[src/rtl/uart_wb_koprusu.sv]
// UART-to-Wishbone bridge: byte-framed read/write commands popped from an RX
// FIFO become single Wishbone cycles; response bytes are pushed to a TX FIFO.
module uart_wb_koprusu #(
  parameter logic [15:0] WB_TIMEOUT = 16'd1024,
  parameter logic [7:0]  CMD_WR     = 8'h57,
  parameter logic [7:0]  CMD_RD     = 8'h52
) (
  input  logic        clk_i,
  input  logic        rst_i,
  input  logic [7:0]  rx_data_i,
  input  logic        rx_empty_i,
  output logic        rx_re_o,
  output logic [7:0]  tx_data_o,
  input  logic        tx_full_i,
  output logic        tx_we_o,
  output logic [31:0] wb_adr_o,
  output logic [31:0] wb_dat_o,
  input  logic [31:0] wb_dat_i,
  output logic        wb_we_o,
  output logic        wb_cyc_o,
  output logic        wb_stb_o,
  output logic [3:0]  wb_sel_o,
  input  logic        wb_ack_i,
  output logic        busy_o
);
  typedef enum logic [2:0] {IDLE, ADDR, DATA, BUS, RESP} state_t;

  state_t      state, state_nxt;
  logic [1:0]  byte_cnt, resp_left;
  logic [15:0] tmo_cnt;
  logic [31:0] resp_q;
  logic        is_wr, rx_gap, tx_gap;
  logic        rx_phase, is_cmd, last_byte, tmo_hit;

  assign rx_phase  = (state == IDLE) || (state == ADDR) || (state == DATA);
  // rx_gap resets high so nothing is popped while reset is held
  assign rx_re_o   = rx_phase && !rx_empty_i && !rx_gap;
  assign tx_we_o   = (state == RESP) && !tx_full_i && !tx_gap;
  assign tx_data_o = (state == RESP) ? resp_q[7:0] : 8'h00;
  assign wb_sel_o  = {4{wb_cyc_o}};
  assign busy_o    = (state != IDLE);
  assign is_cmd    = (rx_data_i == CMD_WR) || (rx_data_i == CMD_RD);
  assign last_byte = rx_re_o && (byte_cnt == 2'd3);
  // ack on the final count cycle still counts as success
  assign tmo_hit   = !wb_ack_i && (tmo_cnt == WB_TIMEOUT - 16'd1);

  always_ff @(posedge clk_i or negedge rst_i) begin
    if (!rst_i) state <= IDLE;
    else        state <= state_nxt;
  end

  always_comb begin
    state_nxt = state;
    case (state)
      IDLE:    if (rx_re_o) state_nxt = is_cmd ? ADDR : RESP;
      ADDR:    if (last_byte) state_nxt = is_wr ? DATA : BUS;
      DATA:    if (last_byte) state_nxt = BUS;
      BUS:     if (wb_ack_i || tmo_hit) state_nxt = RESP;
      RESP:    if (tx_we_o && resp_left == 2'd0) state_nxt = IDLE;
      default: state_nxt = IDLE;
    endcase
  end

  always_ff @(posedge clk_i or negedge rst_i) begin
    if (!rst_i) begin
      byte_cnt  <= 2'd0;
      resp_left <= 2'd0;
      tmo_cnt   <= 16'd0;
      resp_q    <= 32'd0;
      is_wr     <= 1'b0;
      rx_gap    <= 1'b1;
      tx_gap    <= 1'b0;
      wb_adr_o  <= 32'd0;
      wb_dat_o  <= 32'd0;
      wb_we_o   <= 1'b0;
      wb_cyc_o  <= 1'b0;
      wb_stb_o  <= 1'b0;
    end else begin
      rx_gap <= rx_re_o;
      tx_gap <= tx_we_o;
      case (state)
        IDLE: if (rx_re_o) begin
          is_wr     <= (rx_data_i == CMD_WR);
          byte_cnt  <= 2'd0;
          resp_q    <= {24'd0, 8'h3F};
          resp_left <= 2'd0;
        end
        ADDR, DATA: if (rx_re_o) begin
          byte_cnt <= byte_cnt + 2'd1;
          if (state == ADDR) wb_adr_o <= {rx_data_i, wb_adr_o[31:8]};
          else               wb_dat_o <= {rx_data_i, wb_dat_o[31:8]};
          if (last_byte && (state == DATA || !is_wr)) begin
            wb_cyc_o <= 1'b1;
            wb_stb_o <= 1'b1;
            wb_we_o  <= is_wr;
            tmo_cnt  <= 16'd0;
          end
        end
        BUS: begin
          tmo_cnt <= tmo_cnt + 16'd1;
          if (wb_ack_i || tmo_hit) begin
            wb_cyc_o <= 1'b0;
            wb_stb_o <= 1'b0;
            wb_we_o  <= 1'b0;
          end
          if (wb_ack_i) begin
            resp_q    <= is_wr ? {24'd0, 8'h4B} : wb_dat_i;
            resp_left <= is_wr ? 2'd0 : 2'd3;
          end else if (tmo_hit) begin
            resp_q    <= {24'd0, 8'h45};
            resp_left <= 2'd0;
          end
        end
        RESP: if (tx_we_o) begin
          resp_q    <= {8'd0, resp_q[31:8]};
          resp_left <= resp_left - 2'd1;
        end
        default: ;
      endcase
    end
  end
endmodule

[config.mk]
export PLATFORM = sky130hd
export DESIGN_NAME = uart_wb_koprusu
export DESIGN_NICKNAME = d
export VERILOG_FILES = /design/src/rtl/uart_wb_koprusu.sv
export SDC_FILE = /design/constraint.sdc
export NUM_CORES = 1
export LEC_CHECK = 0
export CAP_MARGIN = 20
export CORE_ASPECT_RATIO = 1.75
export CORE_MARGIN = 2
export CORE_UTILIZATION = 45
export DETAILED_ROUTE_END_ITERATION = 10
export PLACE_DENSITY = 0.73
export SLEW_MARGIN = 25
export SYNTH_ARGS = -nofsm -noshare
export SYNTH_HDL_FRONTEND = slang
export SYNTH_SLANG_ARGS = --single-unit
[constraint.sdc]
create_clock -name clk_i -period 3 [get_ports clk_i]
set_input_delay 0.45 -clock clk_i [delete_from_list [all_inputs] [get_ports clk_i]]
set_output_delay 0.45 -clock clk_i [all_outputs]
set_load 0.02 [all_outputs]
==> results.txt, run 1 <==
- Global routing finished with a remaining overflow of 0.
* Pin count of the biggest net entering global routing: 125
- The Yosys step of the flow raised 0 warnings.
* Max cap viols: 0
- Antenna diode count: 0
- In this run the tool buffered the top-level ports with 126 buffer cells.
- STA classifies the critical path startpoint as a flop.
- In the finished design, the share of the clock period the worst path needs comes to 0.920.
- Filler instances: 962
* Routability-driven placement congestion ratio: 0.839
* Clock transition at the registers of the reported paths: 0.06 ns
- Synthesized net count: 494
- Net count reported at finish: 621
* Insertion delay to the later sink of the worst-skew pair: 0.40 ns
- Initial antenna violation count: 0
- 127 I/O pins were placed.
- Cell type with the largest total area after synthesis: sky130_fd_sc_hd__dfrtp_1
- Required @ worst endpoint: 2.55 ns
* Number of standard cells in the final layout excluding fillers: 751
- Final number of setup-violating endpoints: 0
- Final critical path time including I/O delays and setup: 2.76 ns
- Kind of critical path: reg -> out
* Area delta synth->final: 36.9%
* Top delay family on crit path: buffers and inverters
- The detail route stage leaves a number of antenna-violating nets equal to 0.
- The share of the Yosys chip area taken by registers is 0.556.
* Clock Tree Buf Depth: 2
- Aggregate routed wire length: 13,300 microns
- Mapped Cells: 446
* Total CTS buffers: 17
* Synth Area per Inst: 12.5 sq um
- First-pass GRT wire length: 21,700 microns
- Derived from the worst setup path, the maximum achievable clock frequency is 362 MHz.
* Chip Height: 151 microns
* CP endpoint kind: primary output
- Average wire length per cell after detail routing: 17.7 microns
* X dimension of the die: 88.2 microns
* Setup repair after global routing missed its margin: false
* Synthesis-stage register bit count: 124
- CTS saw 124 sinks.
- Vias in the first global route: 4,358
- Peak supply drop: 429 uV
- The run finished with clean final reports.
* Biggest area contributors in the synthesized netlist: sky130_fd_sc_hd__dfrtp_1, sky130_fd_sc_hd__mux2_2, sky130_fd_sc_hd__a22o_1
* Drt via density: 5.45
- Setup tns final: 0 ns
- Counting flops with a built-in enable in the synthesized netlist gives 0.
- After detailed routing, the number of remaining DRC violations is 0.
- Initial standard-cell utilization of the core: 0.463
- Maximum single-stage delay on the critical path: 0.60 ns
- Max-Slew Margin vs Limit: 0.550
- Clock Skews: 0.00713 ns
* Tightest Hold Check Type: in -> async
* Post-synth design cell area: 5580 sq um
- # hold bufs at CTS: 0
- Final Hold Fails: 0
* Clock tree from TritonCTS: yes
* Buffer and inverter count on the worst path: 2
* Die area: 13,400 sq um
- Post-synth top flop: sky130_fd_sc_hd__dfrtp_1
* GRT Util Overall: 0.210
- The detailed router finished its first iteration with 232 violations.
* Clock Tree Root: sky130_fd_sc_hd__clkbuf_16
* List of cells traversed by the critical path: or3b_1, buf_4, nor2_1, clkdlybuf4s50_1
* Placeable Area: 12,100 sq um
* Start of the worst register-to-register path: tmo_cnt[0]$_DFFE_PN0P_
* Buffer count from post-CTS setup fixing: 0
- Counting tap cells, the placed design contains a total of 719 instances.
* Layout cell share with drive strength beyond 1: 0.244
- For the pin with the worst max-slew slack, the measured transition is 0.674 ns.
- Power per Cell Area: 628 nW/um^2
* Proportion of register bits with asynchronous set or reset after synthesis: 1.00
* Share of the synthesized area in the top cell type: 0.551
- Post-CTS repair changed the size of 0 cells.
* Leakage power: 3.51 nW
* Post-synth cell types: 54
- Worst endpoint data arrival time: 2.31 ns
- Critical Path Slowest Stage Cell: sky130_fd_sc_hd__clkdlybuf4s50_1
* 1st-pass router iterations: 4
- Final max-slew violation count: 0
- Of all nets on the critical path, the largest fanout is 19.
* Number of vias in the routed layout: 4,091
- Total half-perimeter wirelength after legalization and detailed placement: 9310 microns
* Number of H-tree branching levels: 4
- Row generation in the floorplan step produced 53 rows.
* Critical path startpoint: state[0]$_DFFE_PN0P_
==> cells by family (layout without fill, tap and decap cells) <==
logic type | after synthesis | count (layout) | synth area share
AND/OR/NAND/NOR | 96 | 96 | 0.0954
buffers and inverters | 40 | 180 | 0.0361
adder cells (fa/ha/maj) | 3 | 3 | 0.00672
multiplexers | 95 | 95 | 0.191
flip-flops | 124 | 124 | 0.556
XOR/XNOR | 2 | 2 | 0.00314
AO/OA/AOI/OAI | 86 | 86 | 0.112
==> Yosys cell counts, drive strengths merged (5+ instances only) <==
| cell | instances |
|---|---|
| o21ai | 11 |
| nor4 | 5 |
| nand4 | 6 |
| dfrtp | 123 |
| clkbuf | 17 |
| a22o | 27 |
| nand2 | 25 |
| nor3 | 5 |
| nand3 | 5 |
| o211ai | 5 |
| nor2 | 16 |
| a21oi | 13 |
| and2 | 8 |
| buf | 14 |
| mux2 | 90 |
| inv | 9 |
| mux2i | 5 |
| a31oi | 11 |
==> final timing paths <==
path                       cells after the start                       end  slack, ns
max in group asynchronous                      2  wb_adr_o[10]$_DFFE_PN0P_       2.36
setup / recovery                               4              tx_data_o[0]       0.24
hold / removal                                 2     resp_q[6]$_DFFE_PN0P_       0.10
hold reg to reg                                1     resp_q[1]$_DFFE_PN0P_       0.50
min in group clk_i                             1     resp_q[1]$_DFFE_PN0P_       0.50
setup reg to reg                               6     resp_q[6]$_DFFE_PN0P_       0.67
==> layer usage <==
metal,vias up,wire (microns),global-route usage
li1,1900,-,-
met1,2046,5130,0.241
met2,127,7170,0.361
met3,18,745,0.0621
met4,0,274,0.0811
met5,-,0,0
==> state kept, by name, indices dropped and copies added (netlist names), 2 cells and up <==
register / count
resp_q: 32
wb_adr_o: 32
byte_cnt: 2
wb_dat_o: 32
resp_left: 2
state: 3
tmo_cnt: 16
==> metrics by stage <==
stage | utilization | hold WS, ns | power (mW) | instance area [sq um] | setup slack, ns
floorplan | - | 0.154 | 2.32 | 5580 | 0.471
global placement | 0.581 | 0.471 | 2.65 | 7010 | 0.321
detailed placement | 0.581 | 0.483 | 2.66 | 7010 | 0.307
CTS | 0.633 | 0.163 | 4.85 | 7640 | 0.218
global route | 0.633 | 0.145 | 5.00 | 7640 | 0.100
finish | 0.633 | 0.100 | 4.80 | 7640 | 0.241
==> placed cells by master, fill, tap and decap left out, types with 2 or more instances in the layout <==
| cell type | netlist | final |
|---|---|---|
| sky130_fd_sc_hd__nor4_1 | 4 | 4 |
| sky130_fd_sc_hd__a21oi_1 | 13 | 13 |
| sky130_fd_sc_hd__bufinv_16 | 0 | 4 |
| sky130_fd_sc_hd__inv_1 | 9 | 9 |
| sky130_fd_sc_hd__nand2b_1 | 2 | 2 |
| sky130_fd_sc_hd__nor2_1 | 16 | 16 |
| sky130_fd_sc_hd__a211oi_1 | 4 | 4 |
| sky130_fd_sc_hd__clkbuf_16 | 0 | 17 |
| sky130_fd_sc_hd__and2_1 | 8 | 8 |
| sky130_fd_sc_hd__mux2_2 | 88 | 88 |
| sky130_fd_sc_hd__nor3_1 | 4 | 4 |
| sky130_fd_sc_hd__nand3_1 | 5 | 5 |
| sky130_fd_sc_hd__o211ai_1 | 5 | 5 |
| sky130_fd_sc_hd__xnor2_1 | 2 | 2 |
| sky130_fd_sc_hd__clkdlybuf4s50_1 | 0 | 125 |
| sky130_fd_sc_hd__buf_4 | 5 | 12 |
| sky130_fd_sc_hd__a21boi_0 | 2 | 2 |
| sky130_fd_sc_hd__or4_1 | 2 | 2 |
| sky130_fd_sc_hd__or4_4 | 2 | 2 |
| sky130_fd_sc_hd__o21ai_0 | 11 | 11 |
| sky130_fd_sc_hd__buf_12 | 0 | 2 |
| sky130_fd_sc_hd__ha_1 | 3 | 3 |
| sky130_fd_sc_hd__mux2i_1 | 5 | 5 |
| sky130_fd_sc_hd__o221ai_1 | 3 | 3 |
| sky130_fd_sc_hd__nor3b_1 | 3 | 2 |
| sky130_fd_sc_hd__nand2_1 | 25 | 25 |
| sky130_fd_sc_hd__o32ai_1 | 2 | 2 |
| sky130_fd_sc_hd__or3_1 | 4 | 4 |
| sky130_fd_sc_hd__nor2b_1 | 4 | 4 |
| sky130_fd_sc_hd__a31oi_1 | 11 | 11 |
| sky130_fd_sc_hd__and3_1 | 2 | 2 |
| sky130_fd_sc_hd__clkinv_4 | 0 | 3 |
| sky130_fd_sc_hd__clkinvlp_4 | 0 | 2 |
| sky130_fd_sc_hd__o2bb2ai_1 | 3 | 3 |
| sky130_fd_sc_hd__nand4_1 | 6 | 6 |
| sky130_fd_sc_hd__dfrtp_1 | 123 | 123 |
| sky130_fd_sc_hd__inv_6 | 0 | 5 |
| sky130_fd_sc_hd__a22o_1 | 26 | 26 |
==> layout make-up <==
cell class                      count  area [sq um]  share of cell area
Sequential cell                   124          3100               0.406
Multi-Input combinational cell    282          2280               0.299
Timing Repair Buffer              139          1380               0.181
Clock buffer                       17           425              0.0556
Clock inverter                     15           210              0.0275
Tap cell                          165           206              0.0270
Inverter                            9          33.8             0.00442
==> worst reg2reg max path: cells and delay by family, from the launching register on <==
family,cells,cell delay [ns]
compound gates,1,0.24
fa+ha+maj,1,0.22
buf+inv,1,0.20
flops,1,0.44
mux,1,0.36
simple gates,2,0.75
==> power breakdown <==
group	internal [mW]	switching [mW]	total (mW)	leakage (nW)
Clock	1.41	0.772	2.18	0.305
Sequential	1.75	0.0565	1.81	1.63
Combinational	0.405	0.414	0.819	1.57
Power figures use the tool's default switching activity.
==> inputs of run 2 (changes only) <==
SLEW_MARGIN = 20   (was 25)
==> results of run 2 <==
No change in the layout: final DEF, timing and power equal those of run 1.
==> inputs of run 3 (changes only) <==
SLEW_MARGIN = default   (was 20)
==> results of run 3 <==
No change in the layout: final DEF, timing and power equal those of run 1.
